[src/rtl/press_arbiter.sv]
// Serialises two players' press pulses into one registered move pulse at a time, with a COOLDOWN gap, round-robin ties.
// Latency 1 clk press->move; one pending press buffered per player, further presses dropped and counted (saturating).
module press_arbiter #(
    parameter int COOLDOWN = 4,
    parameter int DROP_W   = 8
) (
    input  logic              clk,
    input  logic              reset,
    input  logic              enable,
    input  logic              p1_press,
    input  logic              p2_press,
    output logic              p1_move,
    output logic              p2_move,
    output logic              busy,
    output logic              p1_pend,
    output logic              p2_pend,
    output logic [DROP_W-1:0] drop_cnt
);

    localparam logic [7:0]      COOL_LEN = 8'(COOLDOWN);
    localparam logic [DROP_W:0] DROP_MAX = {1'b0, {DROP_W{1'b1}}};

    typedef enum logic {
        IDLE = 1'b0,
        COOL = 1'b1
    } state_t;

    state_t          state, state_nxt;
    logic [7:0]      cnt, cnt_nxt;
    logic            prio, prio_nxt;   // 0: player 1 wins the next tie, 1: player 2
    logic            pend1_nxt, pend2_nxt;
    logic            move1_nxt, move2_nxt;
    logic            drop1, drop2;
    logic            req1, req2, win2;
    logic [DROP_W:0] drop_sum;

    assign req1 = p1_press | p1_pend;
    assign req2 = p2_press | p2_pend;
    assign win2 = req2 & (~req1 | prio);
    assign busy = (state == COOL);

    // One extra bit of headroom so that a double drop near the top still saturates cleanly.
    assign drop_sum = {1'b0, drop_cnt} + {{DROP_W{1'b0}}, drop1} + {{DROP_W{1'b0}}, drop2};

    always_comb begin
        state_nxt = state;
        cnt_nxt   = cnt;
        prio_nxt  = prio;
        pend1_nxt = p1_pend;
        pend2_nxt = p2_pend;
        move1_nxt = 1'b0;
        move2_nxt = 1'b0;
        drop1     = 1'b0;
        drop2     = 1'b0;

        if (!enable) begin
            state_nxt = IDLE;
            cnt_nxt   = '0;
            pend1_nxt = 1'b0;
            pend2_nxt = 1'b0;
        end else if (state == IDLE) begin
            if (req1 || req2) begin
                state_nxt = COOL;
                cnt_nxt   = COOL_LEN;
                if (win2) begin
                    move2_nxt = 1'b1;
                    pend2_nxt = 1'b0;
                    prio_nxt  = 1'b0;
                    if (p1_press) begin
                        if (p1_pend) drop1 = 1'b1;
                        else         pend1_nxt = 1'b1;
                    end
                end else begin
                    move1_nxt = 1'b1;
                    pend1_nxt = 1'b0;
                    prio_nxt  = 1'b1;
                    if (p2_press) begin
                        if (p2_pend) drop2 = 1'b1;
                        else         pend2_nxt = 1'b1;
                    end
                end
            end
        end else begin
            // Presses landing on the final cooldown edge are buffered, granted one edge later.
            cnt_nxt = cnt - 8'd1;
            if (cnt <= 8'd1) state_nxt = IDLE;
            if (p1_press) begin
                if (p1_pend) drop1 = 1'b1;
                else         pend1_nxt = 1'b1;
            end
            if (p2_press) begin
                if (p2_pend) drop2 = 1'b1;
                else         pend2_nxt = 1'b1;
            end
        end
    end

    always_ff @(posedge clk or posedge reset) begin
        if (reset) begin
            state    <= IDLE;
            cnt      <= '0;
            prio     <= 1'b0;
            p1_pend  <= 1'b0;
            p2_pend  <= 1'b0;
            p1_move  <= 1'b0;
            p2_move  <= 1'b0;
            drop_cnt <= '0;
        end else begin
            state    <= state_nxt;
            cnt      <= cnt_nxt;
            prio     <= prio_nxt;
            p1_pend  <= pend1_nxt;
            p2_pend  <= pend2_nxt;
            p1_move  <= move1_nxt;
            p2_move  <= move2_nxt;
            drop_cnt <= (drop_sum > DROP_MAX) ? DROP_MAX[DROP_W-1:0] : drop_sum[DROP_W-1:0];
        end
    end

endmodule

[config.mk]
export PLATFORM = sky130hd
export DESIGN_NAME = press_arbiter
export DESIGN_NICKNAME = d
export VERILOG_FILES = /design/src/rtl/press_arbiter.sv
export SDC_FILE = /design/constraint.sdc
export NUM_CORES = 1
export LEC_CHECK = 0
export ABC_AREA = 1
export ABC_CLOCK_PERIOD_IN_PS = 3800
export BUFFER_PORTS_ARGS = -buffer_cell sky130_fd_sc_hd__buf_2
export CORE_ASPECT_RATIO = 1.1
export CORE_MARGIN = 2
export CORE_UTILIZATION = 43
export CTS_CLUSTER_SIZE = 24
export DETAILED_ROUTE_END_ITERATION = 10
export PLACE_DENSITY_LB_ADDON = 0.05
export SYNTH_ARGS = -nofsm -noshare
export SYNTH_HDL_FRONTEND = slang
export SYNTH_SLANG_ARGS = --single-unit
[constraint.sdc]
create_clock -name clk -period 3.8 [get_ports clk]
set_input_delay 0.38 -clock clk [delete_from_list [all_inputs] [get_ports clk]]
set_output_delay 0.38 -clock clk [all_outputs]
set_load 0.005 [all_outputs]
# After elaboration in Yosys (flattened, before gate mapping)
# Index checks and enable logic that the tools add are counted.
dict set report word_totals {
  reg_bits 22
  out_inout_bits 13
}
dict set report classes {
  n_addsub 3
  magnitude_cmp 2
  n_eq_ne 1
  muxes 38
  bitwise_logic 6
  n_reduce_logical 2
}
# op n
set op_table {}
lappend op_table {{two-way mux 1 bit} 34}
lappend op_table {{two-way mux 8 bit} 4}
lappend op_table {{adder 8 x 1 -> 9 bit} 1}
lappend op_table {{adder 9 x 1 -> 9 bit} 1}
lappend op_table {{greater-than comparator 9 x 8 -> 1 bit, second input constant} 1}
lappend op_table {{<= comparator 8 x 1 -> 1 bit, second input constant} 1}
lappend op_table {{subtractor 8 x 1 -> 8 bit, second input constant} 1}
lappend op_table {{!= test 3 x 1 -> 1 bit, second input constant} 1}
lappend op_table {{OR 1 bit} 3}
lappend op_table {{AND reduction 3 bit} 1}
lappend op_table {{inverter 1 bit} 2}
lappend op_table {{bitwise AND 1 bit} 1}
lappend op_table {{logical OR 1 bit} 1}

# Depth between registers and ports, before layout
dict set report logic_depth {
  depth_word 12
  ltp_mapped 12
  depth_no_buf 12
}

# Worst setup path before layout
# No wires, ideal clock.
dict set report synth_timing {
  kind {register to register}
  startpoint {reg p1_pend}
  endpoint {reg drop_cnt[6]}
  setup_ns 0.130
  arrival_ns 1.795
  t_required_ns 3.670
  path_slack_ns 1.875
  path_stages_with_launch 11
  path_buffers 0
  synth_period_minus_slack_ns 1.925
  cell_sequence {dfrtp_1 > nor2_2 > nor2_2 > nor2_1 > nor2_1 > fa_1 > ha_1 > nand2_2 > nor3_2 > nand2_2 > o21ai_0}
}
dict set report synth_via {
  elab_chain_len 12
}
# element line_no
set synth_rtl {}
lappend synth_rtl {{start: declaration} 15} ;# output logic p1_pend,
lappend synth_rtl {{start signal: assignment} 112} ;# p1_pend <= pend1_nxt;
lappend synth_rtl {{OR 1 bit} 37} ;# assign req1 = p1_press | p1_pend;
lappend synth_rtl {{inverter 1 bit} 39} ;# assign win2 = req2 & (~req1 | prio);
lappend synth_rtl {{OR 1 bit} 39}
lappend synth_rtl {{bitwise AND 1 bit} 39}
lappend synth_rtl {{two-way mux 1 bit} 65} ;# if (win2) begin
lappend synth_rtl {{two-way mux 1 bit} 62} ;# if (req1 || req2) begin
lappend synth_rtl {{two-way mux 1 bit} 61} ;# end else if (state == IDLE) begin
lappend synth_rtl {{two-way mux 1 bit} 56} ;# if (!enable) begin
lappend synth_rtl {{adder 8 x 1 -> 9 bit} 43} ;# assign drop_sum = {1'b0, drop_cnt} + {{DROP_W{1'b0}}, drop1} + {{DROP_W{1'b0}}, drop2};
lappend synth_rtl {{adder 9 x 1 -> 9 bit *} 43}
lappend synth_rtl {{greater-than comparator 9 x 8 -> 1 bit} 116} ;# drop_cnt <= (drop_sum > DROP_MAX) ? DROP_MAX[DROP_W-1:0] : drop_sum[DROP_W-1:0];
lappend synth_rtl {{two-way mux 8 bit *} 116}
lappend synth_rtl {{end signal: assignment} 116}
lappend synth_rtl {{end: declaration} 17} ;# output logic [DROP_W-1:0] drop_cnt
# Mark *: on every way between the ends. The rest lies on a longest branch, timed or not.
# A chain may end at the register's enable or synchronous reset.

# Worst setup path in the final report
dict set report layout_timing {
  startpoint {reg p1_pend}
  endpoint {reg drop_cnt[3]}
}
# Same word-level chain as after synthesis.

==> metrics.md <==
| Metric | Value |
|---|---|
| Standard-cell rows | `19` |
| Die Span X | `52.9 um` |
| Crit path to | `drop_cnt[3]$_DFF_PP0_` |
| WP data arrival | `2.28 ns` |
| Fin crit share | `55.1%` |
| Root Buffer | `clkbuf_4` |
| Synthesis Warnings | `0` |
| Final Net Count | `173` |
| Cts bufs inserted | `3` |
| TritonCTS Sinks | `22` |
| WP data required | `3.98 ns` |
| Initial antenna violation count | `0` |
| Crit path kind | `reg2reg` |
| Worst setup SP type | `flop` |
| Starting density of the core | `45.4%` |
| Crit-path max FO | `8` |
| Sequential area share after synthesis | `48.6%` |
| FF-to-FF Start | `p1_pend$_DFFE_PP0P_` |
| Crit path launch | `p1_pend$_DFFE_PP0P_` |
| Leakage | `0.703 nW` |
| Die area | `3060 um2` |
| Mapped Nets | `151` |
| Slew @ Worst Pin | `0.816 ns` |
| M3 GR Usage | `2.32%` |
| Final hold vios | `0` |
| Core Area | `2500 um2` |
| Starting DRT DRC Count | `10` |
| Slew headroom | `45.5%` |
| Routed Antenna Nets | `0` |
| Via density | `4.91` |
| Pre-CTS setup slack | `1.65 ns` |
| Fin Setup TNS | `0 ns` |
| Final Core Density | `51.2%` |
| Clk_skew | `0.00142 ns` |
| Synth Area in Adders | `5.08%` |
| Tmin final | `2.09 ns` |
| Max-Cap Viols | `0` |
| I/O Buffers | `17` |
| Clock Path Buffers | `2` |
| Setup bufs post-CTS | `0` |
| Share of layout cells above drive strength 1 | `19.1%` |
| Slew Limit Fails | `0` |
| Post-synthesis compound-gate area fraction | `7.40%` |
| H-tree Lvls | `1` |
| Distinct cells, synth | `19` |
| Area growth syn-to-layout | `12.9%` |
| Diodes inserted | `0` |
| Largest family of logic cells by synthesized area | `simple AND/OR/NAND/NOR gates` |
| Flop2flop setup slack | `1.71 ns` |
| Crit. End Element | `flop` |
| Status | `finished clean` |
| Clock latency on the worst-skew pair | `0.30 ns` |
| Avg Synthesized Cell Area | `7.97 um2` |
| Post-cts sizing count | `0` |
| GR Layer Usage met1 | `21.3%` |
| Post-route DRC | `0` |
| Power per cell area | `603 nW/um2` |
| Flip-flop and latch count after synthesis | `22` |
| Max IR drop VDD | `0.313 mV` |
| Largest net degree at the start of global routing | `23` |
| Final Worst Setup Slack | `1.71 ns` |
| Netlist Area Pre-Place | `1130 um2` |
| I/O Pins | `18` |
| XOR/XNOR share of the synthesized area | `0%` |
| Vias in the first global route | `901` |
| Cells on worst reg2reg path | `10` |
| Die H | `57.8 um` |
| GP Congestion | `0.774` |
| Post-route insts no fill | `193` |
| Clock input transition at the sequential cells of the worst setup and hold paths | `0.11 ns` |
| CTS tree | `built` |
| WL per Instance | `11.2 um` |
| Final setup viols | `0` |
| Cts hold-fix bufs | `0` |
| Gr usage total | `16.5%` |
| Reg-to-reg critical path endpoint | `drop_cnt[3]$_DFF_PP0_` |
| Syn Inst Count | `142` |
| Fmax | `478 MHz` |
| GRT met2 Usage | `27.7%` |
| DR pass1 iterations | `4` |
| RSZ-0062 raised after global routing | `no` |
| Remaining Overflow, GRT | `0` |
| Multiplexer share of the synthesized area | `0%` |
| Placed cell count | `190` |
| Global-route wire length before repair | `3.80 mm` |
| Post-DP HPWL | `1.65 mm` |
| Vias | `947` |
| Drt total wl | `2.17 mm` |
| Hold Crit Class | `in2async` |
| Simple-Gate Fraction of Synth Area | `31.6%` |
| Layer with the highest usage | `met2` |
[cell usage in the layout (no fill, tap or decap)]
cell	n
nor2_2	4
a21oi_1	1
clkbuf_4	3
fa_1	1
nand2_1	35
o22ai_1	1
o21bai_1	1
nor3_1	1
ha_1	3
nor2_4	1
o21ai_0	13
dfrtp_1	22
nor2_1	15
inv_2	1
nand3_2	1
buf_2	17
nor3_2	2
nand3_1	16
inv_1	21
nor4_1	1
nand2_2	2
[where the power goes]
| group | internal (W) | switching (W) | leakage (nW) |
|---|---|---|---|
| registers | 0.000301 | 0.0000631 | 0.282 |
| logic | 0.000116 | 0.000188 | 0.408 |
| clock network | 0.0000369 | 0.0000656 | 0.0138 |
[cell families (layout without fill, tap and decap cells)]
kind of cell,after synthesis,after routing
buf+inv,22,42
compound gates,16,16
fa+ha+maj,4,4
simple gates,78,78
flops,22,22
[synth_stat cells]
| cell | instances | share of area, % |
|---|---|---|
| nor3_1 | 1 | 0.44 |
| nor3_2 | 2 | 1.8 |
| nand2_2 | 2 | 1.1 |
| o21bai_1 | 1 | 0.66 |
| o22ai_1 | 1 | 0.55 |
| nand3_1 | 16 | 7.1 |
| nor4_1 | 1 | 0.55 |
| a21oi_1 | 1 | 0.44 |
| nand2_1 | 35 | 12 |
| fa_1 | 1 | 1.8 |
| nor2_1 | 15 | 5.0 |
| inv_1 | 21 | 7.0 |
| dfrtp_1 | 22 | 49 |
| inv_2 | 1 | 0.33 |
| nor2_2 | 4 | 2.2 |
| nor2_4 | 1 | 0.99 |
| nand3_2 | 1 | 0.88 |
| ha_1 | 3 | 3.3 |
| o21ai_0 | 13 | 5.7 |
[metrics by stage]
stage,instance area (um2),total power (W),hold slack [ns]
finish,1280,0.000771,0.222
global route,1280,0.000852,0.303
CTS,1280,0.000779,0.260
detailed placement,1260,0.000675,0.511
global placement,1260,0.000668,0.516
floorplan,1130,0.000578,0.369
[flip-flops by register name, indices dropped and copies added (netlist names)]
signal and flops:
cnt 8, prio 1, p1_move 1, busy 1, drop_cnt 8, p2_move 1
p1_pend 1, p2_pend 1
[worst min path at each step]
stage	end	slack, ns	cells past startpoint
6_report	drop_cnt[4]$_DFF_PP0_	0.22	2
5_1_grt	drop_cnt[3]$_DFF_PP0_	0.30	2
4_1_cts	drop_cnt[4]$_DFF_PP0_	0.26	2
3_5_place_dp	prio$_DFFE_PP0P_	0.51	2
3_3_place_gp	prio$_DFFE_PP0P_	0.52	2
2_1_floorplan	busy$_DFF_PP0_	0.37	1
[routing by layer]
layer  share of wire [%]  routed length (um)  up-vias
li1                    -                   -      489
met3                 1.7                  37        2
met1                  48                1040      450
met4                0.78                  17        0
met2                  49                1070        6
met5                   0                   0        -
[worst max-delay path, stage by stage, from the launching register on]
cell     delay [ns]
dfrtp_1        0.42
nor2_2         0.23
nor2_2         0.08
nor2_1         0.13
nor2_1         0.07
fa_1           0.41
ha_1           0.22
nand2_2        0.11
nor3_2         0.06
nand2_2        0.13
o21ai_0        0.11
[cell type report]
type / instances / area [um2]
Sequential cell: 22 / 551
Multi-Input combinational cell: 98 / 499
Timing Repair Buffer: 17 / 85.1
Clock buffer: 3 / 22.5
Inverter: 22 / 82.6
Tap cell: 31 / 38.8
Fill cell: 239 / 1220
(Power assumes the default switching activity.)
